$ cat config.mk
export PLATFORM = sky130hd
export DESIGN_NAME = adc_capture_ctrl
export DESIGN_NICKNAME = d
export VERILOG_FILES = /design/src/rtl/adc_ctrl_pkg.sv /design/src/rtl/cycle_timer.sv /design/src/rtl/adc_capture_ctrl.sv
export SDC_FILE = /design/constraint.sdc
export NUM_CORES = 1
export LEC_CHECK = 0
export CAP_MARGIN = 20
export CORE_MARGIN = 2
export CORE_UTILIZATION = 40
export CTS_CLUSTER_SIZE = 14
export DETAILED_ROUTE_END_ITERATION = 8
export GPL_TIMING_DRIVEN = 0
export MAX_ROUTING_LAYER = met4
export PLACE_DENSITY_LB_ADDON = 0.1
export SYNTH_ARGS = -nofsm -noshare
export SYNTH_HDL_FRONTEND = slang
export SYNTH_SLANG_ARGS = --single-unit
$ cat constraint.sdc
create_clock -name clk_256M -period 2.35 [get_ports clk_256M]
set_input_delay 0.47 -clock clk_256M [delete_from_list [all_inputs] [get_ports clk_256M]]
set_output_delay 0.47 -clock clk_256M [all_outputs]
set_load 0.01 [all_outputs]
$ cat src/rtl/adc_ctrl_pkg.sv
// Shared definitions for the ADC capture controller: FSM state encoding and
// the default FIFO depth used to clamp the requested sample count.
package adc_ctrl_pkg;

    typedef enum logic [2:0] {
        ST_IDLE    = 3'd0,
        ST_CLEAR   = 3'd1,
        ST_CAPTURE = 3'd2,
        ST_DRAIN   = 3'd3,
        ST_DONE    = 3'd4
    } state_t;

    localparam int FIFO_DEPTH = 4096;

endpackage

$ cat src/rtl/cycle_timer.sv
// 32-bit down-counting interval timer. Load with (cycles - 1); o_expire is
// asserted in the last enabled cycle of the interval.
module cycle_timer (
    input  logic        i_clk,
    input  logic        i_rst_n,
    input  logic        i_load,
    input  logic [31:0] i_load_val,
    input  logic        i_en,
    output logic        o_expire
);

    logic [31:0] r_cnt;

    always_ff @(posedge i_clk or negedge i_rst_n) begin
        if (!i_rst_n) begin
            r_cnt <= '0;
        end else if (i_load) begin
            r_cnt <= i_load_val;
        end else if (i_en && (r_cnt != '0)) begin
            r_cnt <= r_cnt - 32'd1;
        end
    end

    assign o_expire = i_en && (r_cnt == '0);

endmodule

$ cat src/rtl/adc_capture_ctrl.sv
// ADC capture sequencer: clears the FIFO, gates ADC writes until the requested
// count (or full/timeout), then drains the FIFO to the sink one word per 2 cycles.
module adc_capture_ctrl #(
    parameter int          CLR_CYCLES     = 8,
    parameter logic [31:0] TIMEOUT_CYCLES = 32'd16_777_216,
    parameter int          FIFO_DEPTH     = adc_ctrl_pkg::FIFO_DEPTH
) (
    input  logic        clk_256M,
    input  logic        rst_n,
    input  logic        start_p,
    input  logic        abort_p,
    input  logic [15:0] sample_num,
    input  logic [12:0] fifo_wr_num,
    input  logic [12:0] fifo_rd_num,
    input  logic        fifo_wrfull,
    input  logic        sink_rdy,
    output logic        fifo_aclr,
    output logic        fifo_wr_control,
    output logic        fifo_rd_control,
    output logic        data_valid,
    output logic        busy,
    output logic        done_p,
    output logic        timeout_p
);
    import adc_ctrl_pkg::*;

    state_t      r_state;
    logic [12:0] r_n;
    logic [12:0] r_rd_cnt;
    logic        r_abort;
    logic        r_early;
    logic        r_aclr, r_wr_ctrl, r_rd_ctrl, r_dvalid, r_done_p, r_timeout_p;

    logic        w_load;
    logic [31:0] w_load_val;
    logic        w_tmr_en;
    logic        w_expire;
    logic        w_abort;
    logic        w_cap_hit;
    logic        w_strobe;

    assign w_abort   = abort_p && (r_state != ST_IDLE);
    assign w_tmr_en  = (r_state == ST_CLEAR) || (r_state == ST_CAPTURE);
    assign w_cap_hit = (fifo_wr_num >= r_n) || fifo_wrfull;
    assign w_strobe  = sink_rdy && (fifo_rd_num != '0) && (r_rd_cnt < r_n) && !r_rd_ctrl;

    // The one timer is reloaded on every entry into CLEAR or CAPTURE.
    always_comb begin
        w_load     = 1'b0;
        w_load_val = '0;
        if (w_abort || (r_state == ST_IDLE && start_p && !abort_p && sample_num != '0)) begin
            w_load     = 1'b1;
            w_load_val = 32'(CLR_CYCLES - 1);
        end else if (r_state == ST_CLEAR && w_expire && !r_abort) begin
            w_load     = 1'b1;
            w_load_val = TIMEOUT_CYCLES - 32'd1;
        end
    end

    cycle_timer u_timer (
        .i_clk      (clk_256M),
        .i_rst_n    (rst_n),
        .i_load     (w_load),
        .i_load_val (w_load_val),
        .i_en       (w_tmr_en),
        .o_expire   (w_expire)
    );

    always_ff @(posedge clk_256M or negedge rst_n) begin
        if (!rst_n) begin
            r_state     <= ST_IDLE;
            r_n         <= '0;
            r_rd_cnt    <= '0;
            r_abort     <= 1'b0;
            r_early     <= 1'b0;
            r_aclr      <= 1'b0;
            r_wr_ctrl   <= 1'b0;
            r_rd_ctrl   <= 1'b0;
            r_dvalid    <= 1'b0;
            r_done_p    <= 1'b0;
            r_timeout_p <= 1'b0;
        end else begin
            r_done_p    <= 1'b0;
            r_timeout_p <= 1'b0;
            r_rd_ctrl   <= 1'b0;
            r_dvalid    <= r_rd_ctrl;
            if (w_abort) begin
                r_state   <= ST_CLEAR;
                r_abort   <= 1'b1;
                r_aclr    <= 1'b1;
                r_wr_ctrl <= 1'b0;
            end else begin
                case (r_state)
                    ST_IDLE: begin
                        if (start_p && !abort_p) begin
                            r_rd_cnt <= '0;
                            r_early  <= 1'b0;
                            r_abort  <= 1'b0;
                            if (sample_num == '0) begin
                                r_n      <= '0;
                                r_state  <= ST_DONE;
                                r_done_p <= 1'b1;
                            end else begin
                                r_n     <= (32'(sample_num) > 32'(FIFO_DEPTH)) ?
                                           13'(FIFO_DEPTH) : sample_num[12:0];
                                r_state <= ST_CLEAR;
                                r_aclr  <= 1'b1;
                            end
                        end
                    end
                    ST_CLEAR: begin
                        if (w_expire) begin
                            r_aclr <= 1'b0;
                            if (r_abort) begin
                                r_state <= ST_IDLE;
                                r_abort <= 1'b0;
                            end else begin
                                r_state   <= ST_CAPTURE;
                                r_wr_ctrl <= 1'b1;
                            end
                        end
                    end
                    ST_CAPTURE: begin
                        if (w_cap_hit) begin
                            r_state   <= ST_DRAIN;
                            r_wr_ctrl <= 1'b0;
                            r_early   <= fifo_wrfull;
                        end else if (w_expire) begin
                            r_state     <= ST_DRAIN;
                            r_wr_ctrl   <= 1'b0;
                            r_early     <= 1'b1;
                            r_timeout_p <= 1'b1;
                        end
                    end
                    ST_DRAIN: begin
                        // Early exits stop once the FIFO is empty and no read is in flight.
                        if ((r_rd_cnt == r_n) || (r_early && fifo_rd_num == '0 && !r_rd_ctrl)) begin
                            r_state  <= ST_DONE;
                            r_done_p <= 1'b1;
                        end else if (w_strobe) begin
                            r_rd_ctrl <= 1'b1;
                            r_rd_cnt  <= r_rd_cnt + 13'd1;
                        end
                    end
                    ST_DONE: r_state <= ST_IDLE;
                    default: r_state <= ST_IDLE;
                endcase
            end
        end
    end

    assign fifo_aclr       = r_aclr;
    assign fifo_wr_control = r_wr_ctrl;
    assign fifo_rd_control = r_rd_ctrl;
    assign data_valid      = r_dvalid;
    assign busy            = (r_state != ST_IDLE);
    assign done_p          = r_done_p;
    assign timeout_p       = r_timeout_p;

endmodule

==> flow_metrics.py <==
metrics = {
    "clock_tree": {
        "clk_latency_ps": 350,
        "clock_sinks": 69,
        "cts_root_buffer": "clkbuf_8",
        "htreeDepth": 3,
        "cts_buffer_depth": 2,
        "clkTransAtPathRegs_ps": 70,
        "numCtsBuffers": 9,
        "cts_tree": "built",
    },
    "logic_synthesis": {
        "ys_seq_elements": 69,
        "synth_area_sq_um": 4280,
        "synthCells": 467,
        "ys.flop_type": "dfrtp_1",
        "syn_avg_cell_area_sq_um": 9.17,
        "synth.area.mux_share_pct": 1.17,
        "ys_types": 52,
        "synth_xor_area_share_pct": 4.29,
        "synth_warnings": 0,
        "syn_nets": 544,
        "synthSimpleGateAreaFrac_pct": 25.0,
        "synth_top_family_by_area": "simple AND/OR/NAND/NOR gates",
        "synth_edf_count": 0,
        "synth-compound-area-share_pct": 16.4,
        "async_reset_ff_share_pct": 100,
        "synthAdderAreaFrac_pct": 8.47,
        "ys_seq_area_share_pct": 40.3,
    },
    "status": {
        "violations": "negative setup slack",
        "status": "finished with violations",
    },
    "power_and_ir_drop": {
        "switchingPower_mw": 1.70,
        "p_clk_share_pct": 22.0,
        "ir_worst_vdd_uv": 359,
        "p_leak_nw": 2.54,
        "intPower_mw": 2.61,
        "pwr-share-comb_pct": 44.2,
        "sequentialPowerShare_pct": 33.8,
        "total_power_mw": 4.31,
        "power.density_nw_per_um2": 727,
        "switching_share_pct": 39.5,
    },
    "die": {
        "dieArea_sq_um": 11600,
        "ios": 55,
        "num_rows": 37,
        "initial_utilization_pct": 41.3,
        "die_h_um": 107,
        "fp.dieW_um": 107,
        "core_sq_um": 10400,
    },
    "global_routing": {
        "grt_pass1_vias": 3778,
        "antenna_found_initial": 0,
        "grt_first_pass_wirelength_um": 19100,
        "grt_remaining_overflow": 0,
        "grt_max_degree": 70,
        "gr-usage-all-layers_pct": 21.5,
    },
    "critical_path": {
        "required_ps": 2630,
        "critical_path.max_stage_delay_ps": 600,
        "crit_buf_inv": 3,
        "path_delay_family": "simple AND/OR/NAND/NOR gates",
        "crit_fanout": 5,
        "cp.arrival_ps": 2840,
        "crit_path_top_delay_cell": "or4_4",
        "critPathLaunchType": "flop",
        "critical_path_class": "reg2reg",
        "endpoint_kind": "flop",
        "worstPathCellList": "inv_2 -> ha_1 -> or4b_4 -> or3_4 -> or4_4 -> buf_6 -> clkbuf_16 -> a21oi_2",
    },
    "detailed_routing": {
        "dr.pass1.iters": 4,
        "via_per_inst": 5.74,
        "postRouteAntennaNets": 0,
        "wl_per_cell_um": 17.4,
        "num_vias": 4067,
        "routed_wl_um": 12300,
        "drc_errors": 0,
        "first_iter_violations": 216,
    },
    "sta": {
        "hold_violations": 0,
        "skew_ps": 14.1,
        "slew_violations": 0,
        "fin_crit_sh_pct": 109,
        "holdWs_ps": 219,
        "fmax_ghz": 0.391,
        "worst_slew_pin_slew_ps": 882,
        "fin_ws_ps": -208,
        "layout_min_cycle_time_ps": 2560,
        "rsz0062_at_grt": "yes",
        "setup_viol": 25,
        "slew_headroom_pct": 41.2,
    },
    "final_layout": {
        "final_cell_mix": "62 x dfrtp_1, 52 x clkdlybuf4s50_1, 43 x buf_4",
        "mostFrequentLayoutCell": "dfrtp_1",
        "drive_above_1_share_pct": 29.0,
        "nFillCells": 960,
        "n_antenna_cell": 0,
        "fin_cells": 709,
        "nets": 646,
        "area.growth.synth_to_final_pct": 38.4,
    },
    "placement": {
        "dp.cells": 656,
        "dpl.hpwl_um": 8360,
        "io_buffer_count": 53,
        "dp_slack_ps": -628,
        "place_congestion": 0.876,
    },
    "flow_run": {
        "max_cap_violations": 0,
    },
    "worst_hold_path": {
        "hold_class": "in2async",
    },
}
-- worst paths after layout --
check,cells past startpoint,startpoint,slack [ps],end
worst max-delay path,8,u_timer.r_cnt[0],-210,u_timer.r_cnt[15]
worst min-delay path,1,rst_n,220,r_rd_cnt[0]
worst max register to register,8,u_timer.r_cnt[0],-210,u_timer.r_cnt[15]
worst min register to register,0,fifo_rd_control,490,data_valid
max in group asynchronous,1,rst_n,1510,r_rd_cnt[9]
min in group clk_256M,0,fifo_rd_control,490,data_valid
-- synthesized netlist by cell type, drive strengths merged (2+ instances only) --
library cell | number | share of area (%)
or2 | 7 | 1.0
nand2 | 30 | 2.6
ha | 29 | 8.5
inv | 26 | 2.3
nand4 | 8 | 1.2
nor2 | 39 | 3.4
a21oi | 31 | 3.6
nor4 | 19 | 3.5
a22o | 12 | 2.5
nand3 | 20 | 2.3
nand3b | 2 | 0.35
and4 | 3 | 0.61
mux2i | 5 | 1.2
or4 | 14 | 2.5
nor3 | 21 | 2.8
nor3b | 4 | 0.70
a211oi | 6 | 1.1
buf | 7 | 0.79
and3 | 8 | 1.2
xor2 | 6 | 1.2
or3 | 10 | 1.5
o31ai | 9 | 1.6
xnor2 | 15 | 3.1
nand2b | 3 | 0.44
clkbuf | 15 | 1.3
o22ai | 2 | 0.29
o211ai | 10 | 1.8
dfrtp | 69 | 40
a31oi | 3 | 0.44
o21ai | 14 | 1.7
a311oi | 6 | 1.2
-- stage by stage --
| stage | utilization, % | setup TNS (ps) | instance area [sq um] |
|---|---|---|---|
| after floorplan | - | -262 | 4310 |
| after global placement | 48.3 | -135830 | 5010 |
| after detailed placement | 48.3 | -24660 | 5010 |
| after CTS | 52.4 | -4300 | 5440 |
| after global routing | 57.2 | -5970 | 5930 |
| final | 57.2 | -4340 | 5930 |
-- timing repair --
item | in CTS | in global routing
resized for setup | 33 | 86
cloned | 0 | 1
pin swaps | 10 | 25
hold endpoints to repair | 0 | 0
endpoints found under the setup margin | 49 | 61
buffers inserted | 19 | 26
hold buffers | 0 | 0
-- logic make-up after synthesis --
group	count (synthesis)
adder cells (fa/ha/maj)	29
buffers and inverters	48
multiplexers	5
flip-flops	69
XOR/XNOR	21
AND/OR/NAND/NOR	192
AO/OA/AOI/OAI	103
-- registers in the layout (all words and copies together), names as in the netlist, 3 cells and up --
| register | flops |
|---|---|
| r_state | 3 |
| r_n | 13 |
| r_rd_cnt | 13 |
| u_timer.r_cnt | 32 |
-- area by class of cell --
type	instances	area, sq um	share of cell area [%]
well taps	136	170	2.87
multi-input cells	350	2750	46.5
clock inverters	5	52.6	0.886
clock buffers	10	128	2.15
plain buffers	14	98.8	1.67
inverters	26	97.6	1.65
repair buffers	99	892	15.0
flip-flops and latches	69	1740	29.3
-- metal layers --
| layer | wire, um | share of wire, % | up-vias | global-route usage, % |
|---|---|---|---|---|
| met5 | 0 | 0 | - | - |
| met4 | 191 | 1.6 | 0 | 6.50 |
| met3 | 436 | 3.5 | 15 | 2.91 |
| met2 | 5440 | 44 | 100 | 29.7 |
| met1 | 6250 | 51 | 2000 | 32.6 |
| li1 | - | - | 1952 | - |
-- power groups by stage --
stage / combinational (mW) / sequential (mW) / clock (mW)
2_1_floorplan: 1.00 / 1.44 / 0
3_3_place_gp: 1.39 / 1.47 / 0
3_5_place_dp: 1.42 / 1.47 / 0
4_1_cts: 1.57 / 1.45 / 0.953
5_1_grt: 2.07 / 1.48 / 1.01
6_report: 1.91 / 1.46 / 0.947
Note: power is estimated with default switching activity, not from simulation.
